<file path="config.mk">
export PLATFORM = sky130hd
export DESIGN_NAME = search_result_collector_flat
export DESIGN_NICKNAME = d
export VERILOG_FILES = /design/src/rtl/search_result_collector_if.sv /design/src/rtl/search_result_collector.sv /design/src/flat_wrapper.sv
export SDC_FILE = /design/constraint.sdc
export NUM_CORES = 1
export LEC_CHECK = 0
export ABC_AREA = 1
export CAP_MARGIN = 30
export CORE_UTILIZATION = 48
export CTS_CLUSTER_SIZE = 12
export DETAILED_ROUTE_END_ITERATION = 8
export GPL_ROUTABILITY_DRIVEN = 0
export PLACE_DENSITY_LB_ADDON = 0.3
export SYNTH_ARGS = -nofsm -noshare
export SYNTH_HDL_FRONTEND = slang
export SYNTH_SLANG_ARGS = --single-unit
</file>
<file path="constraint.sdc">
create_clock -name clk -period 1.76 [get_ports clk]
set_input_delay 0.352 -clock clk [delete_from_list [all_inputs] [get_ports clk]]
set_output_delay 0.352 -clock clk [all_outputs]
set_load 0.02 [all_outputs]
</file>
<file path="src/rtl/search_result_collector_if.sv">
// search_result_collector_if
//   Bundles the search-side signals between the segment engine / TCAM top
//   (master) and the search result collector (slave).
//
//   Handshake: there is no backpressure. i_seg_valid qualifies i_seg_data
//   on every clock edge on which it is high, and the collector accepts it.
//   i_search_start and i_search_complete are single-cycle pulses.
//   o_result_valid is a single-cycle strobe; the result fields hold until
//   the next strobe and read 0 after a new search start.
//
//   Signals (master drives i_*, slave drives o_* and dbg_state):
//     i_search_start, i_search_key, i_seg_valid, i_seg_data,
//     i_search_complete, o_busy, o_result_valid, o_match, o_match_id,
//     o_match_priority, o_hit_count, o_overflow, dbg_state (FSM state),
//     o_stat_searches / o_stat_hits when COLLECTOR_STATS_EN is defined.
interface search_result_collector_if #(
    parameter int DATA_BITS = 10,
    parameter int IDWID     = 2,
    parameter int MASKWID   = 5,
    parameter int CNTWID    = 3
);
    localparam int KWID    = DATA_BITS;
    localparam int PRIOWID = IDWID;
    localparam int SEGWID  = 2 + IDWID + MASKWID + KWID + PRIOWID;

    logic                i_search_start;
    logic [KWID-1:0]     i_search_key;
    logic                i_seg_valid;
    logic [SEGWID-1:0]   i_seg_data;
    logic                i_search_complete;
    logic                o_busy;
    logic                o_result_valid;
    logic                o_match;
    logic [IDWID-1:0]    o_match_id;
    logic [PRIOWID-1:0]  o_match_priority;
    logic [CNTWID-1:0]   o_hit_count;
    logic                o_overflow;
    logic [1:0]          dbg_state;
`ifdef COLLECTOR_STATS_EN
    logic [15:0]         o_stat_searches;
    logic [15:0]         o_stat_hits;
`endif

    modport master (
        output i_search_start, i_search_key, i_seg_valid, i_seg_data,
               i_search_complete,
        input  o_busy, o_result_valid, o_match, o_match_id,
               o_match_priority, o_hit_count, o_overflow, dbg_state
`ifdef COLLECTOR_STATS_EN
        , input o_stat_searches, o_stat_hits
`endif
    );

    modport slave (
        input  i_search_start, i_search_key, i_seg_valid, i_seg_data,
               i_search_complete,
        output o_busy, o_result_valid, o_match, o_match_id,
               o_match_priority, o_hit_count, o_overflow, dbg_state
`ifdef COLLECTOR_STATS_EN
        , output o_stat_searches, o_stat_hits
`endif
    );
endinterface

</file>
<file path="src/rtl/search_result_collector.sv">
// search_result_collector
//   Captures segment words read back during a search, compares each stored
//   key against the search key under its per-fragment mask, keeps the
//   highest-priority live hit (earliest beat wins ties) and presents one
//   result two cycles after the engine signals search completion.
//
//   Ports: clk, reset (async, active-high), bus (search_result_collector_if
//   slave modport; see the interface header for the signal list).
//   Optional feature macro: COLLECTOR_STATS_EN adds 16-bit wrapping
//   o_stat_searches / o_stat_hits counters.
//
//   Pipeline: stage 1 registers the beat fields and its compare result,
//   stage 2 folds that into the best-hit registers.
module search_result_collector #(
    parameter int DATA_BITS = 10,
    parameter int FRAGMENTS = 5,
    parameter int IDWID     = 2,
    parameter int MASKWID   = 5,
    parameter int CNTWID    = 3
) (
    input logic                   clk,
    input logic                   reset,
    search_result_collector_if.slave bus
);
    localparam int KWID     = DATA_BITS;
    localparam int FRAG_WID = DATA_BITS / FRAGMENTS;
    localparam int PRIOWID  = IDWID;
    localparam int SEGWID   = 2 + IDWID + MASKWID + KWID + PRIOWID;

    typedef enum logic [1:0] {IDLE, COLLECT, DRAIN, DONE} state_t;
    state_t state, state_next;

    // Segment fields, MSB to LSB: status, ID, MASK, KEY, PRIORITY.
    logic [1:0]         seg_status;
    logic [IDWID-1:0]   seg_id;
    logic [MASKWID-1:0] seg_mask;
    logic [KWID-1:0]    seg_key;
    logic [PRIOWID-1:0] seg_prio;
    assign seg_prio   = bus.i_seg_data[PRIOWID-1:0];
    assign seg_key    = bus.i_seg_data[PRIOWID +: KWID];
    assign seg_mask   = bus.i_seg_data[PRIOWID+KWID +: MASKWID];
    assign seg_id     = bus.i_seg_data[PRIOWID+KWID+MASKWID +: IDWID];
    assign seg_status = bus.i_seg_data[SEGWID-1 -: 2];

    logic [KWID-1:0] key_q;
    logic            frag_eq, seg_hit, accept;

    always_comb begin
        frag_eq = 1'b1;
        for (int i = 0; i < FRAGMENTS; i++) begin
            if (!seg_mask[i] &&
                seg_key[i*FRAG_WID +: FRAG_WID] != key_q[i*FRAG_WID +: FRAG_WID])
                frag_eq = 1'b0;
        end
    end
    assign seg_hit = (seg_status == 2'b10) && frag_eq;

    // A start pulse in COLLECT aborts, so a beat arriving with it is dropped.
    assign accept = (state == COLLECT) && bus.i_seg_valid && !bus.i_search_start;

    always_comb begin
        state_next = state;
        case (state)
            IDLE:    if (bus.i_search_start) state_next = COLLECT;
            COLLECT: if (bus.i_search_start) state_next = COLLECT;
                     else if (bus.i_search_complete) state_next = DRAIN;
            DRAIN:   state_next = bus.i_search_start ? COLLECT : DONE;
            DONE:    state_next = bus.i_search_start ? COLLECT : IDLE;
            default: state_next = IDLE;
        endcase
    end

    always_ff @(posedge clk or posedge reset) begin
        if (reset) state <= IDLE;
        else       state <= state_next;
    end

    // Stage 1 and stage 2 registers.
    logic               s1_valid, s1_hit;
    logic [IDWID-1:0]   s1_id;
    logic [PRIOWID-1:0] s1_prio;
    logic               best_valid, best_valid_next;
    logic [IDWID-1:0]   best_id, best_id_next;
    logic [PRIOWID-1:0] best_prio, best_prio_next;
    logic [CNTWID-1:0]  hit_cnt, hit_cnt_next, beat_cnt;
    logic               overflow;
    logic               res_match;
    logic [IDWID-1:0]   res_id;
    logic [PRIOWID-1:0] res_prio;
    logic [CNTWID-1:0]  res_hits;

    // Strictly-greater replaces, so equal priorities keep the earlier beat.
    always_comb begin
        best_valid_next = best_valid;
        best_id_next    = best_id;
        best_prio_next  = best_prio;
        hit_cnt_next    = hit_cnt;
        if (s1_valid && s1_hit) begin
            if (hit_cnt != {CNTWID{1'b1}}) hit_cnt_next = hit_cnt + 1'b1;
            if (!best_valid || s1_prio > best_prio) begin
                best_valid_next = 1'b1;
                best_id_next    = s1_id;
                best_prio_next  = s1_prio;
            end
        end
    end

    always_ff @(posedge clk or posedge reset) begin
        if (reset) begin
            key_q <= '0; s1_valid <= 1'b0; s1_hit <= 1'b0; s1_id <= '0; s1_prio <= '0;
            best_valid <= 1'b0; best_id <= '0; best_prio <= '0;
            hit_cnt <= '0; beat_cnt <= '0; overflow <= 1'b0;
            res_match <= 1'b0; res_id <= '0; res_prio <= '0; res_hits <= '0;
        end else if (bus.i_search_start) begin
            key_q <= bus.i_search_key; s1_valid <= 1'b0; s1_hit <= 1'b0;
            s1_id <= '0; s1_prio <= '0;
            best_valid <= 1'b0; best_id <= '0; best_prio <= '0;
            hit_cnt <= '0; beat_cnt <= '0; overflow <= 1'b0;
            res_match <= 1'b0; res_id <= '0; res_prio <= '0; res_hits <= '0;
        end else begin
            s1_valid <= accept;
            if (accept) begin
                s1_hit  <= seg_hit;
                s1_id   <= seg_id;
                s1_prio <= seg_prio;
                if (beat_cnt != {CNTWID{1'b1}}) beat_cnt <= beat_cnt + 1'b1;
                if (beat_cnt >= CNTWID'(FRAGMENTS)) overflow <= 1'b1;
            end
            best_valid <= best_valid_next;
            best_id    <= best_id_next;
            best_prio  <= best_prio_next;
            hit_cnt    <= hit_cnt_next;
            // DRAIN is the last stage-2 update; capture its outcome for DONE.
            if (state == DRAIN) begin
                res_match <= best_valid_next;
                res_id    <= best_id_next;
                res_prio  <= best_prio_next;
                res_hits  <= hit_cnt_next;
            end
        end
    end

    assign bus.o_busy           = (state != IDLE);
    assign bus.o_result_valid   = (state == DONE);
    assign bus.o_match          = res_match;
    assign bus.o_match_id       = res_id;
    assign bus.o_match_priority = res_prio;
    assign bus.o_hit_count      = res_hits;
    assign bus.o_overflow       = overflow;
    assign bus.dbg_state        = state;

`ifdef COLLECTOR_STATS_EN
    logic [15:0] stat_searches, stat_hits;
    always_ff @(posedge clk or posedge reset) begin
        if (reset) begin
            stat_searches <= '0;
            stat_hits     <= '0;
        end else if (state == DONE) begin
            stat_searches <= stat_searches + 16'd1;
            if (res_match) stat_hits <= stat_hits + 16'd1;
        end
    end
    assign bus.o_stat_searches = stat_searches;
    assign bus.o_stat_hits     = stat_hits;
`else
    // Statistics counters are not built in this configuration.
`endif
endmodule

</file>
<file path="src/flat_wrapper.sv">
// flat-port wrapper written by rule: the top's interface ports become plain ports
module search_result_collector_flat 
#(
    parameter int DATA_BITS = 10,
    parameter int FRAGMENTS = 5,
    parameter int IDWID     = 2,
    parameter int MASKWID   = 5,
    parameter int CNTWID    = 3
)
  (clk, reset, bus_i_search_start, bus_i_search_key, bus_i_seg_valid, bus_i_seg_data, bus_i_search_complete, bus_o_busy, bus_o_result_valid, bus_o_match, bus_o_match_id, bus_o_match_priority, bus_o_hit_count, bus_o_overflow, bus_dbg_state);
  search_result_collector_if #(.DATA_BITS(DATA_BITS), .IDWID(IDWID), .MASKWID(MASKWID), .CNTWID(CNTWID)) bus_i ();
  input logic clk;
  input logic reset;
  input wire logic [$bits(bus_i.i_search_start)-1:0] bus_i_search_start;
  input wire logic [$bits(bus_i.i_search_key)-1:0] bus_i_search_key;
  input wire logic [$bits(bus_i.i_seg_valid)-1:0] bus_i_seg_valid;
  input wire logic [$bits(bus_i.i_seg_data)-1:0] bus_i_seg_data;
  input wire logic [$bits(bus_i.i_search_complete)-1:0] bus_i_search_complete;
  output wire logic [$bits(bus_i.o_busy)-1:0] bus_o_busy;
  output wire logic [$bits(bus_i.o_result_valid)-1:0] bus_o_result_valid;
  output wire logic [$bits(bus_i.o_match)-1:0] bus_o_match;
  output wire logic [$bits(bus_i.o_match_id)-1:0] bus_o_match_id;
  output wire logic [$bits(bus_i.o_match_priority)-1:0] bus_o_match_priority;
  output wire logic [$bits(bus_i.o_hit_count)-1:0] bus_o_hit_count;
  output wire logic [$bits(bus_i.o_overflow)-1:0] bus_o_overflow;
  output wire logic [$bits(bus_i.dbg_state)-1:0] bus_dbg_state;
  assign bus_i.i_search_start = bus_i_search_start;
  assign bus_i.i_search_key = bus_i_search_key;
  assign bus_i.i_seg_valid = bus_i_seg_valid;
  assign bus_i.i_seg_data = bus_i_seg_data;
  assign bus_i.i_search_complete = bus_i_search_complete;
  assign bus_o_busy = bus_i.o_busy;
  assign bus_o_result_valid = bus_i.o_result_valid;
  assign bus_o_match = bus_i.o_match;
  assign bus_o_match_id = bus_i.o_match_id;
  assign bus_o_match_priority = bus_i.o_match_priority;
  assign bus_o_hit_count = bus_i.o_hit_count;
  assign bus_o_overflow = bus_i.o_overflow;
  assign bus_dbg_state = bus_i.dbg_state;
  search_result_collector #(.DATA_BITS(DATA_BITS), .FRAGMENTS(FRAGMENTS), .IDWID(IDWID), .MASKWID(MASKWID), .CNTWID(CNTWID)) u_core (.clk(clk), .reset(reset), .bus(bus_i));
endmodule
</file>
[After elaboration in Yosys (flattened, before gate mapping)]
Index checks and enable logic that the tools add are counted.
Word-level totals
  register bits: 38
  bits of input ports: 36
  output and inout bits: 13
  word-level logic and storage cells: 103
Operators by class
  $add $sub $neg: 2
  $lt $le $gt $ge: 2
  eq/ne operators: 13
  muxes and demuxes: 44
  reductions and logical operators: 26
Operators with widths (number)
  2-bit 2-to-1 mux: 18
  3-bit 2-to-1 mux: 8
  1-bit 2-to-1 mux: 17
  2-bit != test: 5
  2-bit nonzero test: 5
  1-bit logical AND: 9
  3-bit != test, second input constant: 3
  2-bit one-hot mux with 4 select lines: 1
  1-bit logical NOT: 7
  3-bit by 1-bit adder with 3-bit output, second input constant: 2
  2-bit equality test, second input constant: 3
  2-bit AND reduction: 3
  3-bit >= comparator, second input constant: 1
  2-bit by 1-bit equality test with 1-bit output, second input constant: 1
  2-bit greater-than comparator: 1
  2-bit logical NOT: 1
  2-bit != test, second input constant: 1
  1-bit logical OR: 1

[Logic depth before layout (Yosys ltp)]
  depth after elaboration: 10
  gate-level depth with buffers: 11
  mapped depth without buffers: 11

[Worst setup path before layout]
Ideal clock, no wire load.
  kind: flip-flop to flip-flop
  from: register u_core.s1_prio[1]
  to: register u_core.best_id[0]
  arrival: 1.160 ns
  data required time: 1.640 ns
  path slack: 0.481 ns
  cell stages (with the launch flop): 9
  path buffers: 0
  period minus slack after synthesis: 1.279 ns
  path through: dfrtp_1 > ha_1 > nand2_1 > nand2_1 > nand2_1 > nand2_2 > nand2_1 > nand2_1 > and3_1
Between the ends
  cells in the longest elaborated chain, start to end: 5
Ends and longest elaborated chain
  from (decl): line search_result_collector.sv:81  | logic [PRIOWID-1:0] s1_prio;
  from (signal assigned): line search_result_collector.sv:125  | s1_prio <= seg_prio;
  2-bit greater-than comparator: line search_result_collector.sv:100  | if (!best_valid || s1_prio > best_prio) begin
  1-bit logical OR: line search_result_collector.sv:100
  2-bit 2-to-1 mux: line search_result_collector.sv:100
  2-bit 2-to-1 mux: line search_result_collector.sv:98  | if (s1_valid && s1_hit) begin
  2-bit 2-to-1 mux: line search_result_collector.sv:114  | end else if (bus.i_search_start) begin
  to (signal assigned): line search_result_collector.sv:130  | best_id <= best_id_next;
  to (decl): line search_result_collector.sv:83  | logic [IDWID-1:0] best_id, best_id_next;
No other way between the ends.
A chain may end at the register's enable or synchronous reset.

[Final worst setup path]
  from: register u_core.state[0] (netlist: u_core.bus.dbg_state[0])
  to: output bus_o_busy
Between the ends
  cells in the longest elaborated chain, start to end: 1
Ends and longest elaborated chain
  from (decl): line search_result_collector.sv:31  | state_t state, state_next;
  from (signal assigned): line search_result_collector.sv:75  | else state <= state_next;
  2-bit nonzero test: line search_result_collector.sv:143  | assign bus.o_busy = (state != IDLE);
  to (decl): line flat_wrapper.sv:19  | output wire logic [$bits(bus_i.o_busy)-1:0] bus_o_busy;
No other way between the ends.

==> metrics <==
Critical Path Start Type flop; Post-Route WL around 3.8 mm; Tightest Pin Transition about 240 ps; Synth cell types 30; Combinational Power Share between 10% and 20%; DRC 0; Buffers on Ports 48; Mean Syn Cell Area 8.602 um2; initial antenna violation count 0; Synth Area in XOR/XNOR 4.714%; Setup Viol. Count Final 0; register area share after synthesis between 50 and 60%; period utilization between 90% and 100%; Syn Inst Count 216; largest net degree at the start of global routing 39; P_leak between 1 and 1.5 nW; layout cells sized above 1 around 10%; Worst EP required 1410 ps; Placed Area around 0.0024 mm2; Finished Core Util between 60% and 70%; via density per instance between 4 and 5; Finished Cell Area 0.002535 mm2; Simple-Gate Fraction of Synth Area between 20% and 30%; initial core utilization approximately half; TNS Setup 0 ps; Final ANT Viol Nets 0; Synth warnings 0; HP Class primary input to async pin; max-slew violation count 0; worst path cell trace or2_2, dlygate4sd2_1; Clk pwr share 34.7%; hpwl dp between 2 and 3 mm; Max Freq ~0.59 GHz; Syn-to-layout area delta 36.43%; r2r startpoint u_core.s1_prio[1]; RSZ-0062 raised after global routing no; Pint 1.480 mW; Hold Slack ~400 ps; status complete, no violations; pwr dens 775.0 mW/mm2; vias in the first global route 1,568; global-route usage over all layers 21.06%; max cap viols 0; Critical Path Start u_core.bus.dbg_state[0]; CTS tree done; DR iter-0 viols 46; Longest Clk Path Bufs 2; sw frac about a quarter; CP Capture Type output port; Seq cells post-synth 38; Core Area between 0.003 and 0.004 mm2; Nets between 300 and 400; Worst path slowest cell dfrtp_1; main combinational cell family by area after synthesis simple AND/OR/NAND/NOR gates; die area 0.004124 mm2; post-layout min period 1695 ps; Clock Sink Count 38; multiplexer share of the synthesized area 0%; CTS root buffer clkbuf_8; Avg WL per Cell 11.89 um; width of the die around 64 um; slowest cell delay on critical path approximately 420 ps; Worst-path clk slew roughly 70 ps; Post-Synth Adder-Cell Area under 10%; row count 22; Pre-antenna DRT Iters 4; part of the power in registers 48.2%; Hold Fails Final Rpt 0; Rel. slew slack between 80% and 90%; total power ~2.0 mW; io pins 49; via count around 1,600; Max Fanout on Critical Path 5; first-pass GRT wire length about 6.5 mm; arrival time worst endpoint roughly 1300 ps; die outline height 64.22 um; Clock Skew 2.857 ps; crit path kind flop to output port; CTS Buf Count 5; syn nets between 200 and 300; VDD IR max roughly 0.6 mV; P_sw ~0.48 mW; Post-Synthesis Cell Area ~0.0019 mm2; grt ovf 0; Skew-Pair Late Insertion Delay about 290 ps; H-Tree Depth 2; total inserted antenna cells 0; post-synthesis compound-gate area fraction roughly 5.7%
cells by family (layout without fill, tap and decap cells):
logic type | Yosys count | after routing
AO/OA/AOI/OAI | 18 | 18
XOR/XNOR | 10 | 10
AND/OR/NAND/NOR | 112 | 112
buffers and inverters | 32 | 90
flip-flops | 38 | 38
adder cells (fa/ha/maj) | 6 | 6
registers in the layout, indices dropped and copies added, names as in the netlist, 2 cells and up:
signal / cells
u_core.bus.o_match_id: 2
u_core.best_id: 2
u_core.bus.dbg_state: 2
u_core.s1_prio: 2
u_core.best_prio: 2
u_core.hit_cnt: 3
u_core.bus.o_hit_count: 3
u_core.key_q: 10
u_core.bus.o_match_priority: 2
u_core.beat_cnt: 3
u_core.s1_id: 2
cell usage in the layout (no fill, tap or decap), types with 2 or more instances in the layout:
cell	instances
a21oi_1	4
and3_1	4
buf_4	5
clkbuf_8	8
clkdlybuf4s50_1	46
dfrtp_1	38
dlygate4sd2_1	2
ha_1	6
inv_1	24
inv_2	2
nand2_1	83
nand2_2	2
nand3_1	5
nand4_1	4
nor2_1	7
o21ai_0	10
xnor2_1	8
xor2_1	2
Yosys cell counts (all sizes together):
library cell / count / area share (%)
nand2: 86 / 18
dfrtp: 38 / 51
inv: 27 / 5.6
o21ai: 11 / 3.0
nor2: 10 / 3.4
xnor2: 8 / 3.8
ha: 6 / 4.0
nand3: 6 / 1.9
a21oi: 4 / 1.1
and3: 4 / 1.3
buf: 4 / 1.5
nand4: 4 / 1.3
xor2: 2 / 0.94
a211oi: 1 / 0.67
clkinv: 1 / 0.27
nor3: 1 / 0.54
o2111a: 1 / 0.61
o21bai: 1 / 0.40
or2: 1 / 0.34
metrics by stage:
stage	std cells	worst slack, ps
after global placement	314	160.1
after detailed placement	314	154.2
final	322	65.35
after CTS	322	52.41
after global routing	322	38.22
after floorplan	216	480.7
cell type report:
class,count,area (um2)
inverters,28,108.9
fillers,299,1154
clock buffers,8,110.1
well taps,48,60.06
multi-input cells,146,769.5
repair buffers,54,535.5
flip-flops and latches,38,950.9
per-layer routing:
| metal | global-route usage [%] | up-vias | wire, um |
|---|---|---|---|
| met1 | 24.48 | 729 | 1646 |
| met4 | 7.778 | 0 | 63 |
| met2 | 37.23 | 37 | 1909 |
| met3 | 5.357 | 6 | 211 |
| li1 | - | 786 | - |
| met5 | 0 | - | 0 |
timing repair:
item | CTS | global route
hold buffers | 0 | 0
buffers inserted | 0 | 0
hold endpoints to repair | 0 | 0
endpoints found under the setup margin | 2 | 0
gates resized for setup | 2 | 0
critical path: cells and delay by family (launching register included):
family / cells / cell delay, ps
buffers and inverters: 1 / 320
flip-flops: 1 / 420
AND/OR/NAND/NOR: 1 / 320
worst paths after layout:
path | slack, ps | cells past startpoint | end
max | 70 | 2 | bus_o_busy
min | 410 | 3 | u_core.key_q[9]
max reg2reg | 310 | 9 | u_core.bus.o_match_priority[0]
max in group asynchronous | 1170 | 3 | u_core.bus.dbg_state[0]
min reg2reg | 480 | 2 | u_core.bus.o_match_id[1]
min in group clk | 480 | 2 | u_core.bus.o_match_id[1]
power groups by stage:
| stage | clock, mW | combinational [mW] | sequential, mW |
|---|---|---|---|
| finish | 0.681 | 0.336 | 0.947 |
| global route | 0.722 | 0.376 | 0.952 |
| CTS | 0.692 | 0.342 | 0.947 |
| detailed placement | 0 | 0.342 | 0.964 |
| global placement | 0 | 0.334 | 0.962 |
| floorplan | 0 | 0.182 | 0.965 |
Note: power is estimated with default switching activity, not from simulation.
